$ cat src/rtl/cache_pkg.sv
// -----------------------------------------------------------------------------
// cache_pkg
// Shared definitions for the cache refill path.
//   cache_state_e   : refill FSM states (IDLE/FETCH/DONE/HOLD)
//   LINE_W          : assembled line width in bits
//   WORD_OFF_LSB    : lowest address bit of the word-in-line index
//   LINE_OFF_LSB    : lowest address bit of the line base
//   DEFAULT_TIMEOUT : default per-beat ack wait limit, in cycles
// -----------------------------------------------------------------------------
package cache_pkg;

    typedef enum logic [1:0] {
        IDLE  = 2'd0,
        FETCH = 2'd1,
        DONE  = 2'd2,
        HOLD  = 2'd3
    } cache_state_e;

    localparam int LINE_W          = 128;
    localparam int WORD_OFF_LSB    = 2;
    localparam int LINE_OFF_LSB    = 4;
    localparam int DEFAULT_TIMEOUT = 255;

endpackage : cache_pkg

$ cat src/rtl/refill_line_buf.sv
// -----------------------------------------------------------------------------
// refill_line_buf
// WORDS x DATA_W line register. One word slot is written per enabled cycle;
// all slots clear on reset. The concatenated line is always visible.
// Ports:
//   clk     : clock, rising edge
//   rst_n   : asynchronous active-low reset
//   we_i    : write enable for slot_i
//   slot_i  : word slot to write
//   wdata_i : word to store
//   line_o  : concatenated line, slot i at bits [DATA_W*i +: DATA_W]
// -----------------------------------------------------------------------------
module refill_line_buf #(
    parameter int DATA_W = 32,
    parameter int WORDS  = 4
) (
    input  logic                       clk,
    input  logic                       rst_n,
    input  logic                       we_i,
    input  logic [$clog2(WORDS)-1:0]   slot_i,
    input  logic [DATA_W-1:0]          wdata_i,
    output logic [DATA_W*WORDS-1:0]    line_o
);

    logic [DATA_W-1:0] word_q [WORDS];

    always_ff @(posedge clk or negedge rst_n) begin
        if (!rst_n) begin
            for (int i = 0; i < WORDS; i++) begin
                word_q[i] <= '0;
            end
        end else if (we_i) begin
            word_q[slot_i] <= wdata_i;
        end
    end

    for (genvar g = 0; g < WORDS; g++) begin : g_line
        assign line_o[g*DATA_W +: DATA_W] = word_q[g];
    end

endmodule : refill_line_buf

$ cat src/rtl/cache_refill_ctrl.sv
// -----------------------------------------------------------------------------
// cache_refill_ctrl
// Miss handler downstream of cache_Mem. On a miss it fetches the 4-word line
// from backing memory one word per request/ack beat, assembles it into
// replaceData and pulses refill_valid. A beat whose ack does not arrive within
// TIMEOUT cycles aborts the refill with a refill_err pulse.
//
// Handshake: mem_req/mem_addr are registered and held until a cycle in which
// mem_ack=1; that cycle transfers mem_rdata for the word at mem_addr. The next
// address is presented the following cycle with mem_req still high, so
// back-to-back acks move one word per cycle.
//
// Optional build macro: CRITICAL_WORD_FIRST_EN -- fetch starts at the word
// selected by miss_addr[3:2] and wraps; each word still lands in its own slot.
//
// Ports:
//   clk          : clock, rising edge
//   reset        : asynchronous active-low reset
//   miss         : level miss from cache_Mem, held until the line is installed
//   miss_addr    : byte address of the missing access
//   busy         : high in every state except IDLE
//   mem_req      : backing-memory request strobe
//   mem_addr     : word-aligned address of the current beat
//   mem_rdata    : read data, valid with mem_ack
//   mem_ack      : beat accepted
//   replaceData  : assembled line, word i at bits [32i+31:32i]
//   refill_valid : one-cycle pulse, replaceData complete
//   refill_err   : one-cycle pulse, a beat timed out
//   dbg_state_o  : current FSM state
// -----------------------------------------------------------------------------
module cache_refill_ctrl
    import cache_pkg::*;
#(
    parameter int ADDR_W         = 32,
    parameter int DATA_W         = 32,
    parameter int WORDS_PER_LINE = 4,
    parameter int TIMEOUT        = DEFAULT_TIMEOUT
) (
    input  logic                             clk,
    input  logic                             reset,
    input  logic                             miss,
    input  logic [ADDR_W-1:0]                miss_addr,
    output logic                             busy,
    output logic                             mem_req,
    output logic [ADDR_W-1:0]                mem_addr,
    input  logic [DATA_W-1:0]                mem_rdata,
    input  logic                             mem_ack,
    output logic [DATA_W*WORDS_PER_LINE-1:0] replaceData,
    output logic                             refill_valid,
    output logic                             refill_err,
    output cache_state_e                     dbg_state_o
);

    localparam int BEAT_W = $clog2(WORDS_PER_LINE);
    localparam int TMO_W  = $clog2(TIMEOUT + 1);
    localparam int BASE_W = ADDR_W - LINE_OFF_LSB;

    cache_state_e        state_q, state_d;
    logic [BASE_W-1:0]   base_q, base_d;
    logic [BEAT_W-1:0]   beat_q, beat_d;
    logic [TMO_W-1:0]    tmo_q, tmo_d;
    logic                mem_req_q, mem_req_d;
    logic [ADDR_W-1:0]   mem_addr_q, mem_addr_d;
    logic                refill_valid_q, refill_valid_d;
    logic                refill_err_q, refill_err_d;

    logic                beat_ack;
    logic                tmo_hit;
    logic                last_beat;
    logic [BEAT_W-1:0]   cur_slot;
    logic [BEAT_W-1:0]   next_slot;

    // A beat only counts while the request is actually on the bus; acks in
    // any other cycle are ignored.
    assign beat_ack  = (state_q == FETCH) && mem_req_q && mem_ack;
    // The hit fires on the TIMEOUT-th consecutive unacked cycle of a beat.
    assign tmo_hit   = (state_q == FETCH) && mem_req_q && !mem_ack &&
                       (tmo_q == TMO_W'(TIMEOUT - 1));
    assign last_beat = (beat_q == BEAT_W'(WORDS_PER_LINE - 1));

`ifdef CRITICAL_WORD_FIRST_EN
    logic [BEAT_W-1:0] crit_q, crit_d;
    logic              unused_addr_bits;

    // Beat counter is an offset from the critical word, wrapping mod line.
    assign cur_slot         = beat_q + crit_q;
    assign next_slot        = beat_d + crit_q;
    assign crit_d           = (state_q == IDLE && miss) ?
                              miss_addr[LINE_OFF_LSB-1:WORD_OFF_LSB] : crit_q;
    assign unused_addr_bits = ^miss_addr[WORD_OFF_LSB-1:0];

    always_ff @(posedge clk or negedge reset) begin
        if (!reset) begin
            crit_q <= '0;
        end else begin
            crit_q <= crit_d;
        end
    end
`else
    logic unused_addr_bits;

    assign cur_slot         = beat_q;
    assign next_slot        = beat_d;
    assign unused_addr_bits = ^miss_addr[LINE_OFF_LSB-1:0];
`endif

    // ---------------- FSM: state register ----------------
    always_ff @(posedge clk or negedge reset) begin
        if (!reset) begin
            state_q <= IDLE;
        end else begin
            state_q <= state_d;
        end
    end

    // ---------------- FSM: next state ----------------
    always_comb begin
        state_d = state_q;
        unique case (state_q)
            IDLE:  if (miss) state_d = FETCH;
            FETCH: begin
                if (beat_ack && last_beat) state_d = DONE;
                else if (tmo_hit)          state_d = HOLD;
            end
            DONE:  state_d = HOLD;
            HOLD:  if (!miss) state_d = IDLE;
            default: state_d = IDLE;
        endcase
    end

    // ---------------- FSM: outputs / datapath next values ----------------
    always_comb begin
        base_d         = base_q;
        beat_d         = beat_q;
        tmo_d          = tmo_q;
        mem_addr_d     = mem_addr_q;
        // The request goes up one cycle after entering FETCH, once the
        // latched base is available, and drops on the terminating edge.
        mem_req_d      = (state_q == FETCH) && (state_d == FETCH);
        refill_valid_d = (state_d == DONE);
        refill_err_d   = tmo_hit;

        if (state_q == IDLE) begin
            tmo_d = '0;
            if (miss) begin
                base_d = miss_addr[ADDR_W-1:LINE_OFF_LSB];
                beat_d = '0;
            end
        end

        if (beat_ack) begin
            beat_d = beat_q + 1'b1;
            tmo_d  = '0;
        end else if (state_q == FETCH && mem_req_q) begin
            tmo_d = tmo_hit ? '0 : tmo_q + 1'b1;
        end

        if (mem_req_d) begin
            mem_addr_d = {base_q, next_slot, {WORD_OFF_LSB{1'b0}}};
        end
    end

    always_ff @(posedge clk or negedge reset) begin
        if (!reset) begin
            base_q         <= '0;
            beat_q         <= '0;
            tmo_q          <= '0;
            mem_req_q      <= 1'b0;
            mem_addr_q     <= '0;
            refill_valid_q <= 1'b0;
            refill_err_q   <= 1'b0;
        end else begin
            base_q         <= base_d;
            beat_q         <= beat_d;
            tmo_q          <= tmo_d;
            mem_req_q      <= mem_req_d;
            mem_addr_q     <= mem_addr_d;
            refill_valid_q <= refill_valid_d;
            refill_err_q   <= refill_err_d;
        end
    end

    refill_line_buf #(
        .DATA_W (DATA_W),
        .WORDS  (WORDS_PER_LINE)
    ) u_line_buf (
        .clk     (clk),
        .rst_n   (reset),
        .we_i    (beat_ack),
        .slot_i  (cur_slot),
        .wdata_i (mem_rdata),
        .line_o  (replaceData)
    );

    assign busy         = (state_q != IDLE);
    assign mem_req      = mem_req_q;
    assign mem_addr     = mem_addr_q;
    assign refill_valid = refill_valid_q;
    assign refill_err   = refill_err_q;
    assign dbg_state_o  = state_q;

endmodule : cache_refill_ctrl

$ cat config.mk
export PLATFORM = sky130hd
export DESIGN_NAME = cache_refill_ctrl
export DESIGN_NICKNAME = d
export VERILOG_FILES = /design/src/rtl/cache_pkg.sv /design/src/rtl/refill_line_buf.sv /design/src/rtl/cache_refill_ctrl.sv
export SDC_FILE = /design/constraint.sdc
export NUM_CORES = 1
export LEC_CHECK = 0
export BUFFER_PORTS_ARGS = -buffer_cell sky130_fd_sc_hd__buf_2
export CORE_MARGIN = 2
export CORE_UTILIZATION = 55
export CTS_CLUSTER_DIAMETER = 30
export DETAILED_ROUTE_END_ITERATION = 8
export PLACE_DENSITY = 0.92
export SYNTH_ARGS = -nofsm -noshare
export SYNTH_HDL_FRONTEND = slang
export SYNTH_SLANG_ARGS = --single-unit
$ cat constraint.sdc
create_clock -name clk -period 5.7 [get_ports clk]
set_input_delay 1.71 -clock clk [delete_from_list [all_inputs] [get_ports clk]]
set_output_delay 1.71 -clock clk [all_outputs]
set_load 0.005 [all_outputs]
## Word level (Yosys, flattened, before mapping)

Cells that the tools add are included.
Widths: inputs -> output; s select.

- Shifts and indexed selects: 0
- Divide/modulo/power cells: 0
- Order comparisons: 2
- Multiply operators: 0
- $add $sub $neg: 2
- Equal/unequal tests: 7
- Mux-type cells: 15
- Bitwise logic cells: 1
- Reductions and logical operators: 12

Operator list:

| operator | number |
|---|---|
| $bwmux 128 | 1 |
| $demux 32 s2 | 1 |
| $mux 32 | 1 |
| $mux 8 | 4 |
| $mux 2 | 7 |
| $add 8x1->8 const B | 1 |
| $eq 2x2->1 const B | 4 |
| $eq 8x8->1 const B | 1 |
| $pmux 2 s4 | 1 |
| $logic_and 1x1->1 | 7 |
| $eq 2x1->1 const B | 2 |
| $ge 3x3->1 const B | 1 |
| $lt 3x1->1 const B | 1 |
| $not 2->3 | 1 |
| $reduce_bool 3->1 | 1 |
| $add 2x1->2 const B | 1 |
| $logic_not 2->1 | 1 |
| $reduce_and 2->1 | 1 |
| $reduce_bool 2->1 | 1 |
| $logic_not 1->1 | 1 |

- Logic and storage cells: 51
- Bits in writable memories: 0
- Bits in latches: 0
- Memories kept: 0
- Bits of input ports: 68
- Bits in read-only memories: 0
- Flip-flop bits (word level): 201
- Output and inout bits: 166

## Longest topological paths before layout

Gate-level depths: netlist (run 1).

- Word-level depth: 9
- Gate-level depth with buffers: 8
- Gate-level depth less buffers: 6

## Hierarchy

A second synthesis (run 1) with hierarchy kept.

- Cell total of the unflattened synthesis: 469
- Area total of the unflattened synthesis: 7825.0 um^2

Modules (own cells, without submodules):

| module | instances | sequential area each (um^2) | cells an instance | area each (um^2) |
|---|---|---|---|---|
| refill_line_buf | 1 | 3203.1 | 272 | 4744.6 |
| cache_refill_ctrl | 1 | 1826.8 | 197 | 3080.5 |

## Worst setup path after synthesis (run 1)

No wires, ideal clock.

- Path kind: input-to-reg
- Start point: in mem_ack
- End point: reg mem_addr_q[10] (netlist: mem_addr[10])
- Required time: 5575 ps
- Arrival: 3132 ps
- Stages: 8
- Setup time: 125 ps
- Path slack: 2443 ps
- Buffers on the path: 3
- Path through: and4b_1 buf_6 nand2_8 inv_4 or4_1 buf_2 buf_6 mux2_4

- Word-level cells in the longest chain between the ends: 8
- Elaborated cells on any way between the ends: 10
- Those cells by class: 1 x eq/ne; 3 x mux; 6 x reduce/logical

RTL lines:

| element | RTL line | source |
|---|---|---|
| start, declared | cache_refill_ctrl.sv:47 | `input logic mem_ack,` |
| $logic_not 1->1 | cache_refill_ctrl.sv:77 | `assign tmo_hit = (state_q == FETCH) && mem_req_q && !mem_ack &&` |
| $logic_and 1x1->1 (2 in a row) | cache_refill_ctrl.sv:77 |  |
| $mux 2 | cache_refill_ctrl.sv:123 | `else if (tmo_hit) state_d = HOLD;` |
| $mux 2 * | cache_refill_ctrl.sv:122 | `if (beat_ack && last_beat) state_d = DONE;` |
| $pmux 2 s4 * | cache_refill_ctrl.sv:119 | `unique case (state_q)` |
| $eq 2x1->1 * | cache_refill_ctrl.sv:139 | `mem_req_d = (state_q == FETCH) && (state_d == FETCH);` |
| $logic_and 1x1->1 * | cache_refill_ctrl.sv:139 |  |
| end signal, assigned | cache_refill_ctrl.sv:177 | `mem_addr_q <= mem_addr_d;` |
| end, declared | cache_refill_ctrl.sv:63 | `logic [ADDR_W-1:0] mem_addr_q, mem_addr_d;` |

Every way passes the cells marked *; elsewhere a longest branch is shown, timed or not.
A chain may end at the register's enable or synchronous reset.

## Worst setup path in the final report (run 1)

- Start point: in mem_ack
- End point: reg mem_addr_q[4] (netlist: mem_addr[4])

Same word-level chain as after synthesis.

==> impl_summary.txt, run 1 <==
----------------------------------------------------
[Die]
  I/O pin total ... 234
  Effective utilization at floorplan ... 56.1%
  Floorplan die height ... 123 um
  Area enclosed by the die boundary ... 15100 um^2
  Die Width ... 123 um
  Std cell rows ... 43
  Core region area ... 13900 um^2

[STA]
  Setup TNS ... 0 ns
  Worst hold margin ... 0.495 ns
  Setup repair after global routing missed its margin ... no
  F_max ... 0.270 GHz
  Final hold violations ... 0
  Total count of max-transition violations in the final report ... 0
  Relative slew slack ... 33.0%
  Final setup violation count ... 0
  Least-Margin Pin Slew ... 1.00 ns
  Final min period ... 3.71 ns
  Part of the cycle the worst path needs ... 65.0%
  Clock skew after layout ... 0.0129 ns

[Clocking]
  Post CTS Setup Buffer Count ... 0
  Buffer depth of the longest clock path ... 3
  Post-CTS clock slew at the launch and capture registers of the worst setup and hold paths ... 0.05 ns
  Skew-Pair Late Insertion Delay ... 0.50 ns
  Clock tree from TritonCTS ... built
  Level count of the clock H-tree ... 2
  Number of buffers added to fix hold violations after cts ... 0
  Inserted Clock Buffers ... 38
  # clock sinks ... 201
  Number of gates given a new drive strength after cts ... 0
  Cell chosen for the clock root ... sky130_fd_sc_hd__clkbuf_16

[Yosys]
  Register area share after synthesis ... 64.6%
  Post-synthesis average cell area ... 16.5 um^2
  Number of enable-type register cells in the synthesized netlist ... 0
  Mapped Cells ... 472
  Number of register bits inferred by synthesis ... 201
  Yosys cell types ... 32
  Flip-flop cell with the highest count after synthesis ... sky130_fd_sc_hd__dfrtp_1
  Post-synthesis instance area ... 7790 um^2
  Asr flop ratio synth ... 100%
  Warnings from Yosys ... 0

[Worst setup path]
  Register-to-register setup slack ... 2.64 ns
  Class of the most critical setup path ... in2reg
  Endpoint of the lowest-slack register-to-register path ... mem_addr[4]
  Nature of the critical path endpoint ... flip-flop
  Required time at the worst-slack endpoint ... 6.07 ns
  Worst Path Max Fanout ... 31
  Worst setup path startpoint ... mem_ack
  Arrival time of data at the critical path endpoint ... 4.07 ns
  Critical path startpoint category ... input pin
  FF-to-FF Start ... dbg_state_o[1]
  Number of cells on the worst reg-to-reg path ... 5

[Routing]
  Initial drt markers ... 205
  Total detailed-routing wirelength ... 18.4 mm
  Iteration count of the initial detailed-routing pass ... 4
  Mean number of vias per cell ... 5.27
  DR WL/cell ... 19.8 um
  DRC ... 0
  Total via count after detailed routing ... 4907
  Number of nets with antenna violations after routing ... 0

[Hold path]
  Worst hold path depth ... 1
  Destination of the worst hold path ... u_line_buf.line_o[66]
  Hold Crit Class ... reg2reg
  Worst Min Path Start ... u_line_buf.line_o[66]

[Placed design]
  Half-perimeter wire length of the detailed placement result ... 12.1 mm
  Placed instance area ... 9090 um^2
  Weighted congestion reported at the end of routability-driven placement ... 0.757
  I/O Buffers ... 227

[Job]
  Max_cap viols ... 0

[Status]
  Run status ... completed

[Final layout]
  Area growth from synthesis to final layout ... 32.9%
  Share of layout cells above drive strength 1 ... 65.2%
  Final #Nets ... 798
  Antenna diode instance count ... 0
  Number of fillers in the final layout ... 812
  Final cell area excluding filler cells ... 10300 um^2

[Global route]
  Total routing resource utilization after global routing ... 24.6%
  Vias in the first global route ... 5503
  Antenna violations before repair ... 0
  Wire length of the first global-routing pass ... 28.5 mm
  Maximum number of pins on one net before global-route repair ... 128
  Total gr overflow ... 0

[Pwr]
  Power per Cell Area ... 658 nW/um^2
  Static leakage power ... 0.00508 uW
  Highest ir drop seen on vdd ... 0.000454 V

----------------------------------------------------
## cell usage after synthesis, drive strengths merged (2+ instances only)
cell    count  area share [%]
ha          6            0.96
o21ai       2            0.13
a21oi       3            0.19
buf        19             1.5
nor3b       2            0.19
clkbuf      3            0.14
dfrtp     201              65
mux2      187              28
xnor2       5            0.56
inv         6            0.32
or2         2            0.16
nand2      10            0.69
and3        2            0.16
nor4b       2            0.22
nor4bb      2            0.26
nor4        2            0.16
nor2        8            0.39
and4        2            0.22
## registers in the layout, summed over array words and instances (netlist names)
name               cells
refill_err             1
mem_req                1
refill_valid           1
mem_addr              30
beat_q                 2
dbg_state_o            2
tmo_q                  8
base_q                28
u_line_buf.line_o    128
## worst max-delay path by stage
stage                   endpoint  slack [ns]  depth (start not counted)
finish               mem_addr[4]        1.99                          6
floorplan           mem_addr[10]        2.44                          8
global placement     mem_addr[5]        1.53                          6
global route         mem_addr[4]        1.92                          6
CTS                  mem_addr[4]        1.96                          6
detailed placement  mem_addr[25]        1.46                          6
## cells by family (layout without fill, tap and decap cells)
kind of cell	count (synthesis)	count (layout)	share of synthesized area (%)
AOI/OAI and AO/OA	7	7	0.546
xor gates and xnor gates	5	5	0.562
adders and majority gates	6	6	0.964
buffers and inverters	28	307	1.93
DFF	201	201	64.6
muxes	187	187	28.4
other	1	2	0.0482
and+or+nand+nor	37	37	2.92
## stage by stage
| stage | std cells | total power (uW) | utilization [%] | setup WS (ns) |
|---|---|---|---|---|
| after global routing | 932 | 7180 | 74.5 | 1.92 |
| final | 932 | 6810 | 74.5 | 1.99 |
| after detailed placement | 864 | 4670 | 65.5 | 1.46 |
| after floorplan | 473 | 3730 | - | 2.44 |
| after global placement | 864 | 4490 | 65.5 | 1.53 |
| after CTS | 932 | 6870 | 74.5 | 1.96 |
## per-layer routing
layer | global-route usage, % | up-vias | wire (um)
met5 | 0 | - | 0
met1 | 27.9 | 2502 | 7030
li1 | - | 2178 | -
met3 | 8.21 | 29 | 1580
met4 | 8.88 | 0 | 290
met2 | 43.3 | 198 | 9540
## power breakdown
group	switching, uW	internal (uW)	total, uW
clock network	702	1440	2140
logic	871	1260	2130
registers	401	2140	2540
total	1970	4830	6810
## layout make-up
class                           count  area [um^2]  area share, %
Clock buffer                       48         1050           10.1
Multi-Input combinational cell    244         2620           25.3
Tap cell                          180          225           2.18
Clock inverter                     20          210           2.03
Timing Repair Buffer              233         1190           11.5
Inverter                            6         25.0          0.242
Sequential cell                   201         5030           48.6
## critical path: stages
cell                      delay [ns]
sky130_fd_sc_hd__buf_2          0.10
sky130_fd_sc_hd__and4b_1        0.30
sky130_fd_sc_hd__nand2_8        0.24
sky130_fd_sc_hd__inv_4          0.17
sky130_fd_sc_hd__or4_2          1.06
sky130_fd_sc_hd__mux2_4         0.46
## layout by cell type, fill, tap and decap left out, types with 2 or more instances in the layout
master / synthesis / routed
sky130_fd_sc_hd__a21oi_1: 3 / 3
sky130_fd_sc_hd__and3_1: 2 / 2
sky130_fd_sc_hd__and4_1: 2 / 2
sky130_fd_sc_hd__buf_2: 4 / 226
sky130_fd_sc_hd__buf_4: 2 / 6
sky130_fd_sc_hd__bufinv_16: 0 / 3
sky130_fd_sc_hd__clkbuf_1: 3 / 4
sky130_fd_sc_hd__clkbuf_16: 0 / 38
sky130_fd_sc_hd__clkbuf_8: 0 / 7
sky130_fd_sc_hd__clkinv_2: 0 / 9
sky130_fd_sc_hd__clkinv_4: 0 / 2
sky130_fd_sc_hd__clkinvlp_4: 0 / 2
sky130_fd_sc_hd__conb_1: 1 / 2
sky130_fd_sc_hd__dfrtp_1: 201 / 201
sky130_fd_sc_hd__ha_1: 6 / 6
sky130_fd_sc_hd__inv_1: 5 / 5
sky130_fd_sc_hd__inv_6: 0 / 3
sky130_fd_sc_hd__mux2_2: 158 / 158
sky130_fd_sc_hd__mux2_4: 29 / 29
sky130_fd_sc_hd__nand2_1: 9 / 9
sky130_fd_sc_hd__nor2_1: 8 / 8
sky130_fd_sc_hd__nor4_1: 2 / 2
sky130_fd_sc_hd__nor4b_1: 2 / 2
sky130_fd_sc_hd__nor4bb_1: 2 / 2
sky130_fd_sc_hd__o21ai_0: 2 / 2
sky130_fd_sc_hd__or2_2: 2 / 2
sky130_fd_sc_hd__xnor2_1: 5 / 5
(Power assumes the default switching activity.)
==> run 2, diff against run 1 <==
CORE_UTILIZATION = 51   (was 55)
PLACE_DENSITY = 0.87   (was 0.92)
clock period = 3.9 ns   (was 5.7 ns; I/O delays follow)
==> impl_summary.txt, run 2 (synthesis results as in run 1) <==
----------------------------------------------------
[Clocking]
  Buffer depth of the longest clock path ... 3
  Level count of the clock H-tree ... 2
  Skew-Pair Late Insertion Delay ... 0.49 ns
  Inserted Clock Buffers ... 37
  Clock tree from TritonCTS ... built
  Number of buffers added to fix hold violations after cts ... 0
  Post CTS Setup Buffer Count ... 0
  Number of gates given a new drive strength after cts ... 0
  Cell chosen for the clock root ... sky130_fd_sc_hd__clkbuf_16
  Post-CTS clock slew at the launch and capture registers of the worst setup and hold paths ... 0.05 ns
  # clock sinks ... 201

[STA]
  Final setup violation count ... 0
  F_max ... 0.361 GHz
  Final hold violations ... 0
  Setup repair after global routing missed its margin ... no
  Setup TNS ... 0 ns
  Clock skew after layout ... 0.0202 ns
  Final min period ... 2.77 ns
  Total count of max-transition violations in the final report ... 0
  Least-Margin Pin Slew ... 0.644 ns
  Relative slew slack ... 57.0%
  Part of the cycle the worst path needs ... 71.0%

[Routing]
  DR WL/cell ... 18.9 um
  DRC ... 0
  Total detailed-routing wirelength ... 17.8 mm
  Total via count after detailed routing ... 4913
  Number of nets with antenna violations after routing ... 0
  Initial drt markers ... 199
  Mean number of vias per cell ... 5.22
  Iteration count of the initial detailed-routing pass ... 4

[Final layout]
  Most frequent cells in the layout ... sky130_fd_sc_hd__buf_2, sky130_fd_sc_hd__dfrtp_1, sky130_fd_sc_hd__mux2_2, sky130_fd_sc_hd__clkbuf_16, sky130_fd_sc_hd__mux2_4
  Most common cell after layout, fill and taps aside ... sky130_fd_sc_hd__buf_2
  Share of layout cells above drive strength 1 ... 65.8%
  Antenna diode instance count ... 0
  Final cell area excluding filler cells ... 10400 um^2
  Largest register FFs ... 128
  Final #Nets ... 800
  Number of fillers in the final layout ... 1000
  Area growth from synthesis to final layout ... 33.8%

[Die]
  I/O pin total ... 234
  Std cell rows ... 45
  Area enclosed by the die boundary ... 16300 um^2
  Die Width ... 128 um
  Core region area ... 15000 um^2
  Floorplan die height ... 128 um
  Effective utilization at floorplan ... 51.8%

[Placed design]
  I/O Buffers ... 227
  Half-perimeter wire length of the detailed placement result ... 11.7 mm
  Placed instance area ... 9140 um^2
  Weighted congestion reported at the end of routability-driven placement ... 0.742

[Pwr]
  Static leakage power ... 0.00509 uW
  Power per Cell Area ... 956 nW/um^2
  Highest ir drop seen on vdd ... 0.000542 V

[Global route]
  Total gr overflow ... 0
  Maximum number of pins on one net before global-route repair ... 85
  Routing usage on met2 ... 38.3%
  Wire length of the first global-routing pass ... 28.5 mm
  Vias in the first global route ... 5479
  Antenna violations before repair ... 0
  Layer with the highest usage ... met2
  Total routing resource utilization after global routing ... 22.4%
  Global-route track usage on met1 ... 27.1%
  Met3 GRT Util ... 6.37%

[Worst setup path]
  Critical path startpoint category ... input pin
  Required time at the worst-slack endpoint ... 4.27 ns
  Crit path max-delay family ... simple AND/OR/NAND/NOR gates
  Maximum cell stage delay along the critical path ... 0.54 ns
  Arrival time of data at the critical path endpoint ... 3.14 ns
  Register-to-register setup slack ... 1.24 ns
  Class of the most critical setup path ... in2reg
  Worst Path Max Fanout ... 31
  Standard cell with the maximum stage delay on the critical path ... sky130_fd_sc_hd__or4_2
  Nature of the critical path endpoint ... flip-flop
  Number of buffers and inverters on the critical path ... 3
  Cells traversed along the worst timing path ... buf_2 -> and4b_1 -> nand2_8 -> inv_4 -> or4_2 -> buf_4 -> mux2_4

[Hold path]
  Hold Crit Class ... reg2reg

[Job]
  Max_cap viols ... 0

[Status]
  Run status ... completed

----------------------------------------------------
run 2: changes by cell type in the layout (fill, tap and decap cells not counted):
cell / previous run / this run
sky130_fd_sc_hd__clkinv_2: 9 / 3
sky130_fd_sc_hd__clkinvlp_4: 2 / 6
sky130_fd_sc_hd__clkbuf_8: 7 / 10
sky130_fd_sc_hd__nand2_1: 9 / 6
sky130_fd_sc_hd__nand2_2: 0 / 3
sky130_fd_sc_hd__buf_4: 6 / 8
sky130_fd_sc_hd__buf_12: 0 / 1
sky130_fd_sc_hd__bufinv_16: 3 / 2
sky130_fd_sc_hd__clkbuf_1: 4 / 3
sky130_fd_sc_hd__clkbuf_16: 38 / 39
sky130_fd_sc_hd__clkinv_8: 1 / 0
sky130_fd_sc_hd__inv_6: 3 / 2
sky130_fd_sc_hd__inv_8: 0 / 1
run 2: power breakdown:
group / internal (uW) / switching, uW / leakage (uW)
Sequential: 3120 / 572 / 0.00242
Combinational: 1840 / 1260 / 0.00205
Clock: 2130 / 1040 / 0.000613
run 2: cell type report:
cell class	instances	area, um^2	share of cell area [%]
Tap cell	188	235	2.26
Clock buffer	51	1110	10.7
Timing Repair Buffer	236	1220	11.8
Inverter	6	25.0	0.240
Multi-Input combinational cell	244	2630	25.2
Sequential cell	201	5030	48.3
Clock inverter	16	166	1.60
run 2: per-layer routing:
metal  vias up  wire length (um)
met3        35              1270
met2       197              9060
li1       2189                 -
met5         -                 0
met1      2492              7090
met4         0               422
run 2: per-stage QoR:
stage | util [%] | hold WS, ns | worst slack [ns] | cells | power, uW
final | 69.3 | 0.495 | 1.13 | 942 | 9960
after global placement | 60.8 | 0.481 | 0.645 | 875 | 6590
after CTS | 69.3 | 0.498 | 1.13 | 942 | 10100
after floorplan | - | 0.477 | 1.18 | 473 | 5450
after global routing | 69.3 | 0.501 | 1.07 | 942 | 10500
after detailed placement | 60.8 | 0.489 | 0.611 | 875 | 6820
run 2: worst paths after layout:
path	from	to	cells past startpoint
setup / recovery	mem_ack	mem_addr[22]	7
hold / removal	u_line_buf.line_o[8]	u_line_buf.line_o[8]	1
setup reg to reg	dbg_state_o[1]	mem_addr[22]	6
hold reg to reg	u_line_buf.line_o[8]	u_line_buf.line_o[8]	1
max in group asynchronous	reset	u_line_buf.line_o[94]	2
min in group asynchronous	reset	mem_addr[22]	1
run 2: worst reg2reg max path: cells and delay by family, from the launching register on:
kind	cells	cell delay (ns)
buf+inv	2	0.36
flops	1	0.59
mux	1	0.39
simple gates	3	1.20
